`src/rtl/keypad_pkg.sv`:
```
// Shared types and constants for the keypad scanning path.
// Row priority encoding lives here so other keypad consumers can reuse it.
package keypad_pkg;

    localparam int KEY_W = 4;
    localparam int ROWS  = 4;
    localparam int COLS  = 4;

    localparam logic [COLS-1:0] COL_IDLE = 4'b1110;

    typedef enum logic [1:0] {
        ST_SCAN,
        ST_DEBOUNCE,
        ST_PRESSED,
        ST_RELEASE
    } scan_state_t;

    // Index of the lowest active-low row; the lowest index wins on ties.
    function automatic logic [1:0] low_row_index(input logic [ROWS-1:0] rows);
        logic [1:0] idx;
        idx = '0;
        for (int i = ROWS - 1; i >= 0; i--) begin
            if (!rows[i]) begin
                idx = 2'(i);
            end
        end
        return idx;
    endfunction

endpackage

```
`src/rtl/tick_gen.sv`:
```
// Free-running prescaler: counts 0..DIV-1 and flags the wrap cycle with tick.
// Shared by the keypad scan and the FND refresh paths.
module tick_gen #(
    parameter int DIV = 1048576
) (
    input  logic clock_50m,
    input  logic rst,
    output logic tick
);

    localparam int CNT_W = (DIV > 1) ? $clog2(DIV) : 1;
    localparam logic [CNT_W-1:0] CNT_LAST = CNT_W'(DIV - 1);

    logic [CNT_W-1:0] count_reg;
    logic [CNT_W-1:0] count_next;

    always_comb begin
        count_next = count_reg + 1'b1;
        if (count_reg == CNT_LAST) begin
            count_next = '0;
        end
    end

    always_ff @(posedge clock_50m) begin
        if (rst) begin
            count_reg <= '0;
        end else begin
            count_reg <= count_next;
        end
    end

    assign tick = (count_reg == CNT_LAST);

endmodule

```
`src/rtl/keypad_scanner.sv`:
```
// 4x4 matrix keypad scanner: walks the columns, debounces presses and releases,
// and reports each accepted key once as {row, col} with a one-cycle strobe.
module keypad_scanner
    import keypad_pkg::*;
#(
    parameter int SCAN_DIV       = 1048576,
    parameter int DEBOUNCE_TICKS = 2
) (
    input  logic             clock_50m,
    input  logic             rst,
    input  logic [ROWS-1:0]  row_in,
    output logic [COLS-1:0]  col_out,
    output logic [KEY_W-1:0] key_code,
    output logic             key_valid,
    output logic             key_held
);

    localparam int DB_W = $clog2(DEBOUNCE_TICKS + 1);
    localparam logic [DB_W-1:0] DB_LAST = DB_W'(DEBOUNCE_TICKS);
    localparam logic [DB_W-1:0] DB_ONE  = DB_W'(1);

    logic              tick;

    logic [ROWS-1:0]   sync1_reg;
    logic [ROWS-1:0]   row_s_reg;

    scan_state_t       state_reg,    state_next;
    logic [1:0]        col_idx_reg,  col_idx_next;
    logic [COLS-1:0]   col_out_reg,  col_drive_next;
    logic [ROWS-1:0]   pattern_reg,  pattern_next;
    logic [DB_W-1:0]   db_cnt_reg,   db_cnt_next;
    logic [KEY_W-1:0]  key_code_reg, key_code_next;
    logic              key_valid_reg, key_valid_next;
    logic              key_held_reg,  key_held_next;

    logic              any_low;
    logic              all_high;
    logic [DB_W-1:0]   db_inc;

    tick_gen #(
        .DIV (SCAN_DIV)
    ) u_tick_gen (
        .clock_50m (clock_50m),
        .rst       (rst),
        .tick      (tick)
    );

    assign any_low  = ~&row_s_reg;
    assign all_high = &row_s_reg;
    assign db_inc   = db_cnt_reg + 1'b1;

    always_comb begin
        state_next     = state_reg;
        col_idx_next   = col_idx_reg;
        pattern_next   = pattern_reg;
        db_cnt_next    = db_cnt_reg;
        key_code_next  = key_code_reg;
        key_valid_next = 1'b0;
        key_held_next  = key_held_reg;

        if (tick) begin
            unique case (state_reg)
                ST_SCAN: begin
                    if (any_low) begin
                        pattern_next = row_s_reg;
                        db_cnt_next  = DB_ONE;
                        if (DEBOUNCE_TICKS == 1) begin
                            key_code_next  = {low_row_index(row_s_reg), col_idx_reg};
                            key_valid_next = 1'b1;
                            key_held_next  = 1'b1;
                            state_next     = ST_PRESSED;
                        end else begin
                            state_next = ST_DEBOUNCE;
                        end
                    end else begin
                        col_idx_next = col_idx_reg + 1'b1;
                    end
                end
                ST_DEBOUNCE: begin
                    if (row_s_reg == pattern_reg) begin
                        db_cnt_next = db_inc;
                        if (db_inc == DB_LAST) begin
                            key_code_next  = {low_row_index(pattern_reg), col_idx_reg};
                            key_valid_next = 1'b1;
                            key_held_next  = 1'b1;
                            state_next     = ST_PRESSED;
                        end
                    end else begin
                        state_next   = ST_SCAN;
                        col_idx_next = col_idx_reg + 1'b1;
                    end
                end
                ST_PRESSED: begin
                    // Column stays frozen, so keys in other columns are invisible here.
                    if (all_high) begin
                        db_cnt_next = DB_ONE;
                        if (DEBOUNCE_TICKS == 1) begin
                            key_held_next = 1'b0;
                            state_next    = ST_SCAN;
                            col_idx_next  = col_idx_reg + 1'b1;
                        end else begin
                            state_next = ST_RELEASE;
                        end
                    end
                end
                ST_RELEASE: begin
                    if (all_high) begin
                        db_cnt_next = db_inc;
                        if (db_inc == DB_LAST) begin
                            key_held_next = 1'b0;
                            state_next    = ST_SCAN;
                            col_idx_next  = col_idx_reg + 1'b1;
                        end
                    end else begin
                        state_next = ST_PRESSED;
                    end
                end
                default: begin
                    state_next = ST_SCAN;
                end
            endcase
        end
    end

    // Column drive is decoded from the next index so col_out itself is a register.
    for (genvar gi = 0; gi < COLS; gi++) begin : g_col_drive
        assign col_drive_next[gi] = (col_idx_next != 2'(gi));
    end

    always_ff @(posedge clock_50m) begin
        if (rst) begin
            sync1_reg     <= '1;
            row_s_reg     <= '1;
            state_reg     <= ST_SCAN;
            col_idx_reg   <= '0;
            col_out_reg   <= COL_IDLE;
            pattern_reg   <= '1;
            db_cnt_reg    <= '0;
            key_code_reg  <= '0;
            key_valid_reg <= 1'b0;
            key_held_reg  <= 1'b0;
        end else begin
            sync1_reg     <= row_in;
            row_s_reg     <= sync1_reg;
            state_reg     <= state_next;
            col_idx_reg   <= col_idx_next;
            col_out_reg   <= col_drive_next;
            pattern_reg   <= pattern_next;
            db_cnt_reg    <= db_cnt_next;
            key_code_reg  <= key_code_next;
            key_valid_reg <= key_valid_next;
            key_held_reg  <= key_held_next;
        end
    end

    assign col_out   = col_out_reg;
    assign key_code  = key_code_reg;
    assign key_valid = key_valid_reg;
    assign key_held  = key_held_reg;

endmodule

```
`config.mk`:
```
export PLATFORM = sky130hd
export DESIGN_NAME = keypad_scanner
export DESIGN_NICKNAME = d
export VERILOG_FILES = /design/src/rtl/keypad_pkg.sv /design/src/rtl/tick_gen.sv /design/src/rtl/keypad_scanner.sv
export SDC_FILE = /design/constraint.sdc
export NUM_CORES = 1
export LEC_CHECK = 0
export CAP_MARGIN = 20
export CORE_MARGIN = 8
export CORE_UTILIZATION = 59
export DETAILED_ROUTE_END_ITERATION = 7
export DONT_BUFFER_PORTS = 1
export GPL_ROUTABILITY_DRIVEN = 1
export PLACE_DENSITY = 0.74
export SETUP_SLACK_MARGIN = 0.05
export SYNTH_ARGS = -nofsm -noshare
export SYNTH_HDL_FRONTEND = slang
export SYNTH_SLANG_ARGS = --single-unit
export TNS_END_PERCENT = 1
```
`constraint.sdc`:
```
create_clock -name clock_50m -period 2.62 [get_ports clock_50m]
set_input_delay 0.786 -clock clock_50m [delete_from_list [all_inputs] [get_ports clock_50m]]
set_output_delay 0.786 -clock clock_50m [all_outputs]
set_load 0.01 [all_outputs]
```
[Word level (Yosys, flattened, before mapping)]
Index checks and enable logic that the tools add are counted.
Word-level totals
  input bits: 6
  memories: 0
  output and inout bits: 10
  logic and storage cells: 73
  memory bits (read-only): 0
  bits in writable memories: 0
  register bits: 48
  bits in latches: 0
Operators by class
  $add $sub $neg: 3
  div/mod/pow operators: 0
  shifts and indexed selects: 0
  reduce and logical (&&, ||, !) cells: 11
  order comparisons: 0
  multiplexer cells: 27
  multipliers: 0
  eq/ne operators: 17
  bitwise operators: 4
Operators with widths (count)
  $mux 2: 18
  $add 20x1->20 const B: 1
  $eq 20x20->1 const B: 1
  $ne 2x2->1 const B: 8
  $pmux 2 s4: 2
  $reduce_and 5->1: 2
  $reduce_and 4->1: 2
  $eq 2x2->1 const B: 3
  $ne 3x3->1 const B: 2
  $pmux 2 s3: 1
  $reduce_and 6->1: 1
  $mux 1: 5
  $add 2x1->2 const B: 2
  $eq 4x4->1: 1
  $not 1->1: 4
  $reduce_bool 2->1: 2
  $reduce_or 4->1: 1
  $reduce_and 3->1: 1
  $eq 2x1->1 const B: 1
  $logic_not 2->1: 1
  $ne 2x1->1 const B: 1
  $pmux 1 s2: 1
  $reduce_or 2->1: 1

[Depth between registers and ports, before layout]
  word-level depth: 7
  mapped depth: 9

[Hierarchy]
From an unflattened synthesis, not the netlist that was laid out.
Unflattened totals
  cells, all modules: 230
  area total of the unflattened synthesis: 2144.6 sq um
By module, submodules not included
  keypad_scanner: area an instance 1223.7 sq um, seq. area each 560.5 sq um, times used 1, cells an instance 127
  tick_gen: area an instance 920.9 sq um, seq. area each 400.4 sq um, times used 1, cells an instance 103

[Worst setup path after synthesis]
No wires, ideal clock.
  path kind: register to register
  start: register u_tick_gen.count_reg[0]
  end: register db_cnt_reg[1]
  stages on the path, launching flop included: 8
  data arrival time: 1713 ps
  clock period less this slack: 1784 ps
  path slack: 836 ps
  required time: 2549 ps
  path through: dfxtp_1 > ha_1 > and4_1 > buf_4 > and3_4 > nand2_2 > or4b_1 > a21oi_1
On the way
  cells in the longest elaborated chain, start to end: 2
RTL lines
  start: declaration: RTL line tick_gen.sv:14  | logic [CNT_W-1:0] count_reg;
  start signal: assignment: RTL line tick_gen.sv:28  | count_reg <= count_next;
  $eq 20x20->1: RTL line tick_gen.sv:32  | assign tick = (count_reg == CNT_LAST);
  $reduce_and 5->1 (no line)
  end signal: assignment: RTL line keypad_scanner.sv:149  | db_cnt_reg <= db_cnt_next;
  end: declaration: RTL line keypad_scanner.sv:31  | logic [DB_W-1:0] db_cnt_reg, db_cnt_next;
No other way between the ends.
A chain may end at the register's enable or synchronous reset.

[Worst setup path after layout]
  start: register u_tick_gen.count_reg[0]
  end: register u_tick_gen.count_reg[2]
On the way
  cells in the longest elaborated chain, start to end: 2
  elaborated cells on any way between the ends: 3
RTL lines
  parallel branches: the longest is 2 deep, another holds $add 20x1->20
Several ways; the timed one is not identified.

==> impl_metrics.csv <==
group,metric,value,unit
sta,rsz0062_at_grt,"no",
synth,syn_inst,229,
routing,first_pass_iters,5,
routing,vias_per_cell,5.48,
worst_setup_path,path_class,"register to register",
clock_tree,clock_sinks,48,
global_route,grt_pass1_wl,6420,um
placed_design,place_ws,0.528,ns
global_route,antenna_found_initial,0,
clock_tree,cts_tree,"yes",
clock_tree,cts-resized-gates,0,
power_and_ir_drop,p_per_area,565,nW/um^2
sta,finalHoldViolCount,0,
routing,wl_per_cell,13.8,um
worst_setup_path,path_max_fanout,19,
min_path,min_path_type,"register to register",
sta,setup_tns,0,ns
global_route,grt_pass1_vias,1463,
layout,drive_above_1_share,11.0,%
sta,period_share,81.2,%
global_route,overflow,0,
layout,largest_reg_flops,20,
synth,synth.most_common_cell,"dfxtp_1",
sta,clock.fmax,470,MHz
synth,syn_area,2070,sq um
routing,via_count,1496,
floorplanning,io-pin-count,16,
routing,totalWireLength,3760,um
sta,slew_violations,0,
min_path,hold_depth,1,
global_route,grt_max_degree,31,
clock_tree,h-tree-depth,2,
synth,syn-num-nets,237,
floorplanning,die_x,75.3,um
placed_design,port_buffers,0,
sta,relSlewSlack,55.0,%
sta,fin_crit,2.13,ns
global_route,gr-usage-all-layers,14.4,%
synth,yosysWarnings,0,
synth,synthTopCellsByCount,"dfxtp_1, nor2_1, nand2_1, xnor2_1, nor3_1",
worst_setup_path,endpoint_kind,"register",
clock_tree,path_clk_slew,0.14,ns
worst_setup_path,r2r_cells,6,
clock_tree,cts_hold_buf,0,
synth,synth-edff-count,0,
power_and_ir_drop,p_leak,0.755,nW
synth,synth.distinct_cells,45,
clock_tree,cts_buffers,5,
routing,drt_iter0_drc,83,
sta,layout_setup_ws,0.492,ns
sta,setup_violations,0,
clock_tree,clock_latency,0.36,ns
placed_design,gp_congestion,0.907,
synth,synth_largest_area_cell,"dfxtp_1",
sta,skew,0.00441,ns
floorplanning,start_util,61.6,%
worst_setup_path,start_kind,"register",
routing,ant_nets,0,
clock_tree,postCtsSetupRepairBufs,0,
routing,drc,0,
floorplanning,core.rowCount,21,
synth,synth_seq_area_share,46.3,%
floorplanning,die_h,75.3,um
synth,ys_ff_latch,48,
layout,nNetsFinal,234,
layout,antenna_cells,0,
synth,avgSynthCellArea,9.05,sq um
worst_setup_path,required,2.85,ns
status,run_status,"finished clean",
layout,area_delta_synth_final,4.53,%
synth,synth_top_cell_area_share,46.3,%
worst_setup_path,arrival,2.36,ns
placed_design,hpwlAfterDp,2740,um
synth,synthTopCellsByArea,"dfxtp_1, nor2_1, xnor2_1",
clock_tree,clockRootBuffer,"clkbuf_4",
floorplanning,design.die.area,5670,sq um
floorplanning,core,3360,sq um
synth,synth_ff_type,"dfxtp_1",
clock_tree,clk_path_buf_depth,2,
synth,synth-async-reset-ratio,0,%
run,maxCapViolations,0,
sta,worstMarginPinSlew,0.675,ns
power_and_ir_drop,vdd_drop_max,0.326,mV
==> report_power, final <==
part	total, mW	internal, mW	switching, mW	leakage (nW)
clock	0.444	0.204	0.240	0.0418
combinational	0.0347	0.0141	0.0206	0.324
sequential	0.747	0.740	0.00697	0.389
==> final timing paths <==
kind / from / slack [ns] / end
setup / recovery: u_tick_gen.count_reg[0] / 0.49 / u_tick_gen.count_reg[2]
hold / removal: sync1_reg[2] / 0.43 / row_s_reg[2]
setup reg to reg: u_tick_gen.count_reg[0] / 0.49 / u_tick_gen.count_reg[2]
hold reg to reg: sync1_reg[2] / 0.43 / row_s_reg[2]
==> critical path, cell delays in order (launching register included) <==
cell,delay (ns)
dfxtp_1,0.40
ha_1,0.22
and4_1,0.35
and4_1,0.25
nand2_1,0.12
nand2b_1,0.51
nor2_1,0.14
==> stage by stage <==
step           power [mW]  cells  util [%]  hold slack [ns]  cell area [sq um]
6_report             1.23    273      64.4            0.427               2170
5_1_grt              1.27    273      64.4            0.446               2170
4_1_cts              1.23    273      64.4            0.429               2170
3_5_place_dp        0.798    265      61.9            0.396               2080
3_3_place_gp        0.795    265      61.9            0.392               2080
2_1_floorplan       0.795    229         -            0.389               2070
==> per-layer routing <==
metal / wire, um / share of wire [%] / up-vias / GRT usage, %
met5: 0 / 0 / - / 0
met4: 42 / 1.1 / 0 / 4.69
met3: 129 / 3.4 / 7 / 3.86
met2: 1930 / 51 / 30 / 25.6
met1: 1660 / 44 / 688 / 16.2
li1: - / - / 771 / -
==> final cells by class <==
type,count,area (sq um)
clock inverter,3,46.3
tap,46,57.6
fill,310,1200
inverter,9,33.8
sequential,48,961
multi-input combinational,162,1030
clock buffer,5,37.5
==> kinds of logic after synthesis <==
family | synth area share [%]
buffers and inverters | 3.92
AO/OA/AOI/OAI | 8.33
adder cells (fa/ha/maj) | 1.21
AND/OR/NAND/NOR | 28.4
multiplexers | 2.47
flip-flops | 46.3
XOR/XNOR | 9.29
==> placed cells by master, fill, tap and decap left out, types with 2 or more instances in the layout <==
master	count
dfxtp_1	48
o21ai_0	3
and4_1	6
nor2b_1	3
a211o_1	3
inv_1	9
ha_1	2
nor3_1	10
a21oi_1	5
mux2i_1	4
xor2_1	9
clkbuf_4	5
and2_1	2
nand2b_1	5
and3_1	4
nand2_1	13
or2_2	8
nor3b_1	2
nor2_1	36
nand3b_1	2
nand4_1	3
xnor2_1	13
nand3_1	9
No activity file was read; power rests on OpenSTA's default activity.
